<file path="src/rtl/ps_config_pkg.sv">
// Shared types and constants for the passive-serial configuration receiver and its loader.
package ps_config_pkg;

    typedef enum logic [2:0] {
        CFG_RESET   = 3'd0,
        WAIT_STATUS = 3'd1,
        RECEIVE     = 3'd2,
        DONE        = 3'd3,
        ERROR       = 3'd4
    } ps_rx_state_t;

    localparam logic [3:0] MSEL_PS_DEFAULT = 4'b0000;

    // Nominal nSTATUS release delay; the loader waits at least this long.
    localparam int PS_STATUS_DELAY_NOM = 20;

endpackage

</file>
<file path="src/rtl/ps_sync.sv">
// Two-flop synchronizer with a rising-edge pulse taken from the synchronized level.
module ps_sync (
    input  logic clock,
    input  logic reset,
    input  logic d_i,
    output logic rise_o
);

    logic s1_q;
    logic s2_q;
    logic s3_q;

    always_ff @(posedge clock or posedge reset) begin
        if (reset) begin
            s1_q <= 1'b0;
            s2_q <= 1'b0;
            s3_q <= 1'b0;
        end else begin
            s1_q <= d_i;
            s2_q <= s1_q;
            s3_q <= s2_q;
        end
    end

    assign rise_o = s2_q & ~s3_q;

endmodule

</file>
<file path="src/rtl/ps_receiver.sv">
// Passive-serial configuration target: syncs nCONFIG/DCLK/DATA, shifts bits LSB first into
// DW-bit words and hands them to a valid/ready consumer until IMAGE_WORDS have been accepted.
//
//   state       | meaning
//   ------------+----------------------------------------------------------
//   CFG_RESET   | target held in reset, counters cleared, waits nCONFIG rise
//   WAIT_STATUS | down-counting the nSTATUS release delay
//   RECEIVE     | shifting DCLK bits into words, handing words downstream
//   DONE        | image complete, CONF_DONE high, DCLK ignored
//   ERROR       | bad MSEL or word overflow, left only via nCONFIG low
module ps_receiver
    import ps_config_pkg::*;
#(
    parameter int         DW           = 64,
    parameter int         IMAGE_WORDS  = 1024,
    parameter int         STATUS_DELAY = PS_STATUS_DELAY_NOM,
    parameter logic [3:0] MSEL_PS      = MSEL_PS_DEFAULT
) (
    input  logic          clock,
    input  logic          reset,
    input  logic          n_config,
    input  logic          dclk,
    input  logic          data,
    input  logic          n_ce,
    input  logic [3:0]    msel,
    output logic          n_status,
    output logic          conf_done,
    output logic [DW-1:0] word,
    output logic          word_valid,
    input  logic          word_ready,
    output logic          error,
    output logic          done
);

    localparam int BW  = (DW > 1) ? $clog2(DW) : 1;
    localparam int WCW = $clog2(IMAGE_WORDS + 1);
    localparam int TW  = (STATUS_DELAY > 1) ? $clog2(STATUS_DELAY) : 1;

    localparam logic [BW-1:0]  BIT_LAST  = BW'(DW - 1);
    localparam logic [WCW-1:0] WORD_LAST = WCW'(IMAGE_WORDS - 1);
    localparam logic [TW-1:0]  TMR_LOAD  = TW'(STATUS_DELAY - 1);

    ps_rx_state_t   state_q, state_d;
    logic [TW-1:0]  tmr_q, tmr_d;
    logic [BW-1:0]  bit_cnt_q, bit_cnt_d;
    logic [WCW-1:0] word_cnt_q, word_cnt_d;
    logic [DW-1:0]  shift_q, shift_d;
    logic [DW-1:0]  word_q, word_d;
    logic           word_valid_q, word_valid_d;
    logic           full_q, full_d;
    logic           done_q, done_d;

    logic ncfg_s1_q, ncfg_s2_q, ncfg_s3_q;
    logic data_s1_q, data_s2_q;
    logic nce_s1_q, nce_s2_q;
    logic dclk_rise;
    logic ncfg_rise;
    logic accept;

    ps_sync u_dclk_sync (
        .clock  (clock),
        .reset  (reset),
        .d_i    (dclk),
        .rise_o (dclk_rise)
    );

    // data and n_ce take the same two stages as dclk so they line up with its edge pulse
    always_ff @(posedge clock or posedge reset) begin
        if (reset) begin
            ncfg_s1_q <= 1'b0;
            ncfg_s2_q <= 1'b0;
            ncfg_s3_q <= 1'b0;
            data_s1_q <= 1'b0;
            data_s2_q <= 1'b0;
            nce_s1_q  <= 1'b1;
            nce_s2_q  <= 1'b1;
        end else begin
            ncfg_s1_q <= n_config;
            ncfg_s2_q <= ncfg_s1_q;
            ncfg_s3_q <= ncfg_s2_q;
            data_s1_q <= data;
            data_s2_q <= data_s1_q;
            nce_s1_q  <= n_ce;
            nce_s2_q  <= nce_s1_q;
        end
    end

    assign ncfg_rise = ncfg_s2_q & ~ncfg_s3_q;

    always_ff @(posedge clock or posedge reset) begin
        if (reset) begin
            state_q      <= CFG_RESET;
            tmr_q        <= '0;
            bit_cnt_q    <= '0;
            word_cnt_q   <= '0;
            shift_q      <= '0;
            word_q       <= '0;
            word_valid_q <= 1'b0;
            full_q       <= 1'b0;
            done_q       <= 1'b0;
        end else begin
            state_q      <= state_d;
            tmr_q        <= tmr_d;
            bit_cnt_q    <= bit_cnt_d;
            word_cnt_q   <= word_cnt_d;
            shift_q      <= shift_d;
            word_q       <= word_d;
            word_valid_q <= word_valid_d;
            full_q       <= full_d;
            done_q       <= done_d;
        end
    end

    always_comb begin
        state_d      = state_q;
        tmr_d        = tmr_q;
        bit_cnt_d    = bit_cnt_q;
        word_cnt_d   = word_cnt_q;
        shift_d      = shift_q;
        word_d       = word_q;
        word_valid_d = word_valid_q;
        full_d       = 1'b0;
        done_d       = 1'b0;
        accept       = word_valid_q & word_ready;

        unique case (state_q)
            CFG_RESET: begin
                bit_cnt_d    = '0;
                word_cnt_d   = '0;
                word_valid_d = 1'b0;
                if (ncfg_rise) begin
                    if (msel == MSEL_PS) begin
                        state_d = WAIT_STATUS;
                        tmr_d   = TMR_LOAD;
                    end else begin
                        state_d = ERROR;
                    end
                end
            end
            WAIT_STATUS: begin
                if (tmr_q == '0) begin
                    state_d = RECEIVE;
                end else begin
                    tmr_d = tmr_q - TW'(1);
                end
            end
            RECEIVE: begin
                if (accept) begin
                    word_valid_d = 1'b0;
                    word_cnt_d   = word_cnt_q + WCW'(1);
                    if (word_cnt_q == WORD_LAST) begin
                        state_d = DONE;
                    end
                end
                // A word completing while the previous one is accepted is a hand-over, not an overflow.
                if (full_q) begin
                    if (!word_valid_q || accept) begin
                        word_d       = shift_q;
                        word_valid_d = 1'b1;
                    end else begin
                        state_d = ERROR;
                    end
                end
                if (dclk_rise && !nce_s2_q) begin
                    shift_d[bit_cnt_q] = data_s2_q;
                    if (bit_cnt_q == BIT_LAST) begin
                        bit_cnt_d = '0;
                        full_d    = 1'b1;
                    end else begin
                        bit_cnt_d = bit_cnt_q + BW'(1);
                    end
                end
            end
            DONE: begin
            end
            ERROR: begin
            end
            default: begin
                state_d = CFG_RESET;
            end
        endcase

        if (!ncfg_s2_q) begin
            state_d      = CFG_RESET;
            bit_cnt_d    = '0;
            word_cnt_d   = '0;
            word_valid_d = 1'b0;
            full_d       = 1'b0;
        end

        done_d = (state_d == DONE) && (state_q != DONE);
    end

    assign n_status   = (state_q == RECEIVE) || (state_q == DONE);
    assign conf_done  = (state_q == DONE);
    assign error      = (state_q == ERROR);
    assign done       = done_q;
    assign word       = word_q;
    assign word_valid = word_valid_q;

endmodule

</file>
<file path="config.mk">
export PLATFORM = sky130hd
export DESIGN_NAME = ps_receiver
export DESIGN_NICKNAME = d
export VERILOG_FILES = /design/src/rtl/ps_config_pkg.sv /design/src/rtl/ps_sync.sv /design/src/rtl/ps_receiver.sv
export SDC_FILE = /design/constraint.sdc
export NUM_CORES = 1
export LEC_CHECK = 0
export CAP_MARGIN = 20
export CORE_UTILIZATION = 40
export DETAILED_ROUTE_END_ITERATION = 10
export PLACE_DENSITY = 0.67
export SYNTH_ARGS = -nofsm -noshare
export SYNTH_HDL_FRONTEND = slang
export SYNTH_SLANG_ARGS = --single-unit
</file>
<file path="constraint.sdc">
create_clock -name clock -period 7.4 [get_ports clock]
set_input_delay 1.48 -clock clock [delete_from_list [all_inputs] [get_ports clock]]
set_output_delay 1.48 -clock clock [all_outputs]
set_load 0.005 [all_outputs]
</file>
---- Yosys cells after proc, flatten, opt, wreduce, memory -nomap -nowiden ----
Index checks and enable logic that the tools add are counted.
storage, ports and cells
  bits in registers ....................... 166
  input bits .............................. 11
  output and inout bits ................... 69
  word-level logic and storage cells ...... 92
cells by class
  $add $sub $neg .......................... 3
  order comparisons ....................... 2
  eq/ne operators ......................... 14
  multiplexer cells ....................... 32
  bitwise gates (word level) .............. 5
  reduce and logical (&&, ||, !) cells .... 17
operators by type and width
  cell                                                 number
  bitwise mux 64 bit                                   1
  two-way mux 3 bit                                    8
  two-way mux 11 bit                                   2
  case mux 11 bit (2 select lines)                     1
  two-way mux 6 bit                                    3
  two-way mux 5 bit                                    3
  case mux 3 bit (4 select lines)                      1
  case mux 6 bit (2 select lines)                      1
  adder 11 x 1 -> 11 bit, second input constant        1
  == test 11 x 10 -> 1 bit, second input constant      1
  case mux 5 bit (2 select lines)                      1
  == test 3 x 2 -> 1 bit, second input constant        3
  two-way mux 1 bit                                    9
  < comparator 6 x 7 -> 1 bit, second input constant   1
  adder 6 x 1 -> 6 bit, second input constant          1
  demux 1 bit (select 6 bit)                           1
  == test 6 bit, second input constant                 1
  >= comparator 6 x 1 -> 1 bit, second input constant  1
  != test 2 bit, second input constant                 3
  != test 3 bit, second input constant                 2
  AND reduction 2 bit                                  3
  logical NOT 5 bit                                    1
  subtractor 5 x 1 -> 5 bit, second input constant     1
  logical NOT 4 bit                                    1
  15 further kinds                                     22

---- Logic depth before layout (Yosys ltp) ----
Gate-level depths: netlist of the first run.
  word-level depth ........................ 9
  gate-level depth with buffers ........... 7
  gate-level depth less buffers ........... 6

---- Cells and area by module ----
Synthesis of the first run repeated with hierarchy kept, for this count alone.
unflattened totals
  cells, all modules ...................... 558
  area total of the unflattened synthesis .. 7,046.8 um2
modules (own cells, without submodules)
  module       instances  cells an instance  area each (um2)  seq. area each (um2)
  ps_receiver  1          553                6,954.2          4,081.4
  ps_sync      1          5                  92.6             75.1

---- Least setup slack after synthesis of the first run ----
No wires, ideal clock.
  path kind ............................... input-to-reg
  start point ............................. input port word_ready
  end point ............................... register word_q[50], in the netlist word[50]
  library setup time ...................... 125 ps
  arrival ................................. 2,518 ps
  required time ........................... 7,275 ps
  slack ................................... 4,757 ps
  cell stages on the path ................. 5
  path buffers ............................ 2
  cells stage by stage .................... nor2b_1 -> nor4b_1 -> buf_2 -> buf_4 -> mux2_2
between the ends
  longest elaborated chain between the ends .. 3
ends and longest elaborated chain
  element                        RTL line            text
  from (decl)                    ps_receiver.sv:30   input logic word_ready,
  bitwise AND 1 bit              ps_receiver.sv:124  accept = word_valid_q & word_ready;
  logical OR 1 bit               ps_receiver.sv:157  if (!word_valid_q || accept) begin
  AND reduction 3 bit (no line)  -
  to (signal assigned)           ps_receiver.sv:107  word_q <= word_d;
  to (decl)                      ps_receiver.sv:48   logic [DW-1:0] word_q, word_d;
Every way passes these cells.
A chain may end at the register's enable or synchronous reset.

---- Final worst setup path of the first run ----
  start point ............................. register state_q[2]
  end point ............................... output port conf_done
between the ends
  longest elaborated chain between the ends .. 1
ends and longest elaborated chain
  element                 RTL line            text
  from (decl)             ps_receiver.sv:43   ps_rx_state_t state_q, state_d;
  from (signal assigned)  ps_receiver.sv:102  state_q <= state_d;
  == test 3 x 2 -> 1 bit  ps_receiver.sv:195  assign conf_done = (state_q == DONE);
  to (decl)               ps_receiver.sv:27   output logic conf_done,
Every way passes these cells.

==> reports/metrics.yaml, run 1 <==
run_status:
  outcome: "complete, no violations"
min_path:
  holdCritPathClass: "flip-flop to flip-flop"
  min_path_cells: 0
timing:
  finalCritPeriodShare_pct: 48.5
  setup_viol: 0
  period_minus_slack_ns: 3.59
  hold_viol: 0
  max-slew-margin-rel_pct: 30.4
  drv_slew: 0
  fin_setup_tns_ns: 0
  fin_skew_ns: 0.00729
  max_freq_mhz: 279
  tightest_slew_ns: 1.04
  final.setup.worst_slack_ns: 3.81
  rsz0062_at_grt: "no"
placement:
  place_congestion: 0.766
  dpl.hpwl_um: 8960
  port_buffers: 79
  pre_cts_slack_ns: 3.84
critical_path:
  cp-end-kind: "primary output"
  r2r_cells: 4
  path_depth: 4
  crit_type: "flip-flop to primary output"
  required_ns: 5.92
  slowest_stage: "dfrtp_1"
  crit_fanout: 13
  slowest_delay_ns: 0.60
  worst-endpoint-arrival_ns: 2.11
  reg2reg_slack_ns: 4.98
  critPathBufInv: 2
  crit_chain: "nand2b_1, inv_1, and2_1, clkdlybuf4s50_1"
  start_kind: "flip-flop"
  cp_top_family: "flip-flops"
yosys:
  ys_seq_area_share_pct: 58.1
  synth_simple_gate_area_share_pct: 13.7
  synthFlopType: "dfrtp_1"
  synth-adder-area-share_pct: 0.699
  synthXorXnorAreaFrac_pct: 0.857
  synth.distinct_cells: 49
  synth_edf_count: 0
  synth_seq_cells: 166
  syn_area_mm2: 0.00716
  avgSynthCellArea_um2: 12.9
  synthMuxAreaShare_pct: 20.1
  synth_nets: 569
  synth_compound_area_share_pct: 3.85
  synth_top_family_by_area: "multiplexers"
  yosysWarnings: 0
  synthCells: 554
  synth-async-reset-ratio_pct: 100
grt:
  grt_start_max_net_pins: 98
  grt_pass1_wl_um: 22900
  grt-ovfl-total: 0
  grt_pass1_vias: 4453
  grt_usage_pct: 16.1
  grt_antenna_before_repair: 0
floorplan:
  core_mm2: 0.0174
  rows: 48
  die_w_um: 136
  initial_core_util_pct: 41.2
  die_area_mm2: 0.0184
  pin_count: 80
  die_h_um: 136
routing:
  wl_um: 13700
  drc_errors: 0
  vias: 4496
  routedWlPerCell_um: 15.9
  vias_per_cell: 5.22
  drtIter0Drc: 216
  drt_pass1_iterations: 4
  antenna_left: 0
clock_tree:
  cts_buffers: 17
  clk_path_buf_depth: 2
  numClockSinks: 166
  root_buffer: "clkbuf_16"
  hold_buffers: 0
  cts_tree: "done"
  clk_latency_ns: 0.42
  postCtsSetupRepairBufs: 0
  clk_pin_slew_ns: 0.06
  h-tree-depth: 4
  post_cts_resize_count: 0
layout:
  fill_cells: 1509
  num_antenna_cells: 0
  nNetsFinal: 639
  drive_above_1_share_pct: 20.6
  area_growth_pct: 21.1
power:
  power_frac_comb_pct: 2.4
  power.leakage_nw: 3.92
  switching_power_w: 0.000394
  power.share.clock_pct: 46.0
  ir_drop_uv: 160
  internal_power_w: 0.00139
  p_sw_share_pct: 22.0
  seq_power_share_pct: 51.6
  power-per-cell-area_mw_per_mm2: 206
run:
  maxCapViolCount: 0
==> power groups by stage <==
stage | Sequential (W) | Clock (W) | Combinational (W)
after floorplan | 0.000936 | 0 | 0.0000302
after global placement | 0.000938 | 0 | 0.0000436
after detailed placement | 0.000939 | 0 | 0.0000455
final | 0.000922 | 0.000822 | 0.0000435
after CTS | 0.000922 | 0.000839 | 0.0000454
after global routing | 0.000923 | 0.000873 | 0.0000509
==> per-stage QoR <==
stage	cells	hold WS (ns)	utilization, %	total power (W)	area (um^2)
3_3_place_gp	830	0.334	46.7	0.000982	8110
2_1_floorplan	554	0.331	-	0.000967	7160
6_report	862	0.347	49.9	0.00179	8660
3_5_place_dp	830	0.335	46.7	0.000984	8110
5_1_grt	862	0.354	49.9	0.00185	8660
4_1_cts	862	0.350	49.9	0.00181	8660
==> state kept, by name, summed over array words and instances (netlist names), 3 cells and up <==
register	flops
bit_cnt_q	6
shift_q	64
state_q	3
tmr_q	5
word	64
word_cnt_q	11
==> cells in the final DEF (no fill, tap or decap), types with 3 or more instances in the layout <==
cell and count:
nor3b_2 5, nor2_1 16, clkbuf_16 17, inv_6 3, clkinv_2 4, and2_1 6, nand3b_1 3, buf_4 5
nand3_1 40, a21oi_1 10, mux2_2 77, o31ai_1 7, nand4b_1 3, o21ai_0 14, nor3_1 17, and3_1 4
or3_1 6, or4_1 3, inv_1 5, nor2b_1 3, xor2_1 7, ha_1 4, dfrtp_1 164, clkdlybuf4s50_1 79
clkbuf_8 4, nand2_1 27, nand2b_1 7, mux2_1 51, nor4_1 6, clkinv_4 3, nand4_1 9
==> cells in the mapped netlist, drive strengths merged (4+ instances only) <==
cell type / n / share of area, %
nor3: 17 / 1.2
nand4: 9 / 0.79
a21oi: 10 / 0.70
nor3b: 7 / 1.1
inv: 6 / 0.31
nor4: 8 / 1.1
and2: 6 / 0.52
dfrtp: 164 / 57
nand2: 27 / 1.4
clkbuf: 13 / 0.68
nand3: 41 / 2.9
o31ai: 7 / 0.73
o21ai: 17 / 1.4
ha: 4 / 0.70
buf: 20 / 1.7
mux2: 128 / 20
or3: 6 / 0.52
nor2: 16 / 0.84
xor2: 7 / 0.86
and3: 4 / 0.35
nand2b: 7 / 0.61
==> routing by layer <==
layer,vias to the layer above,track usage [%],part of all wire [%]
li1,2138,-,-
met1,2246,22.5,49
met2,95,24.4,46
met3,17,3.37,3.4
met4,0,6.62,1.5
met5,-,0,0
==> path summary, 6_finish.rpt <==
| check | from | end |
|---|---|---|
| worst max-delay path | state_q[2] | conf_done |
| worst min-delay path | u_dclk_sync.s1_q | u_dclk_sync.s2_q |
| worst max register to register | u_dclk_sync.s3_q | shift_q[0] |
| worst min register to register | u_dclk_sync.s1_q | u_dclk_sync.s2_q |
| max in group asynchronous | reset | word[11] |
| min in group asynchronous | reset | word[4] |
==> cell families after synthesis <==
| family | Yosys count |
|---|---|
| AO/OA/AOI/OAI | 43 |
| flip-flops | 166 |
| multiplexers | 128 |
| adder cells (fa/ha/maj) | 4 |
| buffers and inverters | 39 |
| AND/OR/NAND/NOR | 167 |
| XOR/XNOR | 7 |
==> layout make-up <==
class                      count  area [um^2]  area share, %
sequential                   166         4160           48.0
multi-input combinational    349         2810           32.5
timing repair buffer          84          828           9.56
clock buffer                  22          484           5.59
tap                          225          282           3.25
clock inverter                10         71.3          0.823
inverter                       6         27.5          0.318
Note: power is estimated with default switching activity, not from simulation.
==> run 2: changes to the inputs <==
PLACE_DENSITY = 0.69   (was 0.67)
clock period = 3 ns   (was 7.4 ns; I/O delays follow)
==> run 2 against run 1 <==
Critical endpoint unchanged. Power grew to 2.5 times the previous value. Non-clock buffer count is 2 higher. Routed wire length is 3.1% higher. First-iteration DRC count is 19% higher. Clock skew is 0.0035 ns higher. Global-route usage is 0.71 points higher. Count of clock-buffer cells in the layout is 1 lower. Die area stayed put.
==> reports/metrics.yaml, run 2 (synthesis results as in run 1) <==
layout:
  num_antenna_cells: 0  # unchanged
  nNetsFinal: 641  # +0.31%
  fill_cells: 1500  # -0.60%
  fin_area_mm2: 0.00875  # +0.97%
  drive_above_1_share_pct: 20.8  # +0.28 points
  area_growth_pct: 22.2
  utilization_pct: 50.4  # +0.48 points
  layout_commonest_cell: "dfrtp_1"
  final_cell_mix: "dfrtp_1 (164), clkdlybuf4s50_1 (79), mux2_2 (77)"
timing:
  rsz0062_at_grt: "no"
  hold_viol: 0  # unchanged
  max-slew-margin-rel_pct: 40.6  # +10 points
  hold_ws_ns: 0.348  # +0.00130 ns
  drv_slew: 0  # unchanged
  fin_setup_tns_ns: 0  # unchanged
  final.setup.worst_slack_ns: 0.282  # -3.53 ns
  fin_skew_ns: 0.0108  # +0.00349 ns
  finalCritPeriodShare_pct: 90.6
  setup_viol: 0  # unchanged
  tightest_slew_ns: 0.884  # -0.152 ns
  period_minus_slack_ns: 2.72
  max_freq_mhz: 368
clock_tree:
  cts_buffers: 17  # unchanged
  clk_latency_ns: 0.43  # about the same
  numClockSinks: 166  # unchanged
  cts_tree: "done"
  clk_path_buf_depth: 2  # unchanged
  clk_pin_slew_ns: 0.06  # about the same
  post_cts_resize_count: 0  # unchanged
  root_buffer: "clkbuf_16"
  hold_buffers: 0  # unchanged
  postCtsSetupRepairBufs: 0  # unchanged
  h-tree-depth: 4  # unchanged
min_path:
  holdCritPathClass: "flip-flop to flip-flop"
  min_path_cells: 0  # unchanged
routing:
  wl_um: 14100  # +3.1%
  drt_pass1_iterations: 5  # +1
  antenna_left: 0  # unchanged
  drtIter0Drc: 256  # +19%
  drc_errors: 0  # unchanged
  routedWlPerCell_um: 16.4  # +3.0%
  vias_per_cell: 5.27  # +0.99%
  vias: 4546  # +1.1%
run:
  maxCapViolCount: 0  # unchanged
power:
  power.leakage_nw: 3.95  # +0.65%
  power-per-cell-area_mw_per_mm2: 512  # +150%
  switching_power_w: 0.000959  # +140%
  power_frac_comb_pct: 2.5  # about the same
  seq_power_share_pct: 50.8  # -0.8 points
  ir_drop_uv: 384  # +140%
  p_sw_share_pct: 21.4  # -0.62 points
  internal_power_w: 0.00352  # +150%
  power.share.clock_pct: 46.7  # +0.7 points
floorplan:
  initial_core_util_pct: 41.2  # unchanged
  die_w_um: 136  # unchanged
  rows: 48  # unchanged
  pin_count: 80  # unchanged
  core_mm2: 0.0174  # unchanged
  die_h_um: 136  # unchanged
  die_area_mm2: 0.0184  # unchanged
grt:
  grt_usage_pct: 16.9  # +0.71 points
  grt_start_max_net_pins: 85  # -13%
  grt-ovfl-total: 0  # unchanged
  grt_pass1_vias: 4738  # +6.4%
  grt_antenna_before_repair: 0  # unchanged
  grt_pass1_wl_um: 24000  # +4.7%
critical_path:
  crit_type: "flip-flop to primary output"
  required_ns: 2.40  # -3.52 ns
  crit_fanout: 13  # unchanged
  r2r_cells: 4  # unchanged
  cp-end-kind: "primary output"
  worst-endpoint-arrival_ns: 2.12  # about the same
  start_kind: "flip-flop"
run_status:
  outcome: "complete, no violations"
placement:
  port_buffers: 79  # unchanged
  place_congestion: 0.762  # -0.56%
  placed_area_mm2: 0.00817  # +0.79%
  dpl.hpwl_um: 9400  # +4.9%
  pre_cts_slack_ns: 0.426  # -3.41 ns
[run 2: cell type report]
| class | instances | area [um^2] | area share [%] |
|---|---|---|---|
| sequential | 166 | 4160 | 47.5 |
| clock inverter | 10 | 95.1 | 1.09 |
| inverter | 6 | 26.3 | 0.300 |
| timing repair buffer | 86 | 893 | 10.2 |
| clock buffer | 21 | 480 | 5.49 |
| tap | 225 | 282 | 3.22 |
| multi-input combinational | 349 | 2810 | 32.2 |
[run 2: per-stage QoR]
stage,cells,power (W)
final,863,0.00448
after global routing,863,0.00465
after CTS,863,0.00454
after detailed placement,832,0.00243
after global placement,832,0.00243
after floorplan,554,0.00239
[run 2: final timing paths]
check                           startpoint          end  slack (ns)
worst max-delay path            state_q[2]    conf_done        0.28
worst min-delay path             data_s1_q    data_s2_q        0.35
worst max register to register  state_q[0]  shift_q[13]        0.73
worst min register to register   data_s1_q    data_s2_q        0.35
max in group asynchronous            reset     word[43]        1.70
min in group asynchronous            reset     word[35]        0.54
[run 2: worst max-delay path: stages (launching register included)]
cell and delay, ns:
dfrtp_1 0.61, nand2b_1 0.34, inv_1 0.13, and2_1 0.17
clkdlybuf4s50_1 0.44
[run 2: routing by layer]
metal	track usage [%]	routed length [um]
met5	0	0
met4	6.18	131
met3	3.97	547
met2	27.0	7030
met1	22.2	6440
[run 2: power by group through the flow]
stage                     Combinational, W  Clock [W]  Sequential, W
after floorplan                  0.0000749          0        0.00231
after global placement            0.000112          0        0.00231
after detailed placement          0.000118          0        0.00232
after CTS                         0.000118    0.00214        0.00228
after global routing              0.000131    0.00224        0.00228
final                             0.000114    0.00209        0.00228
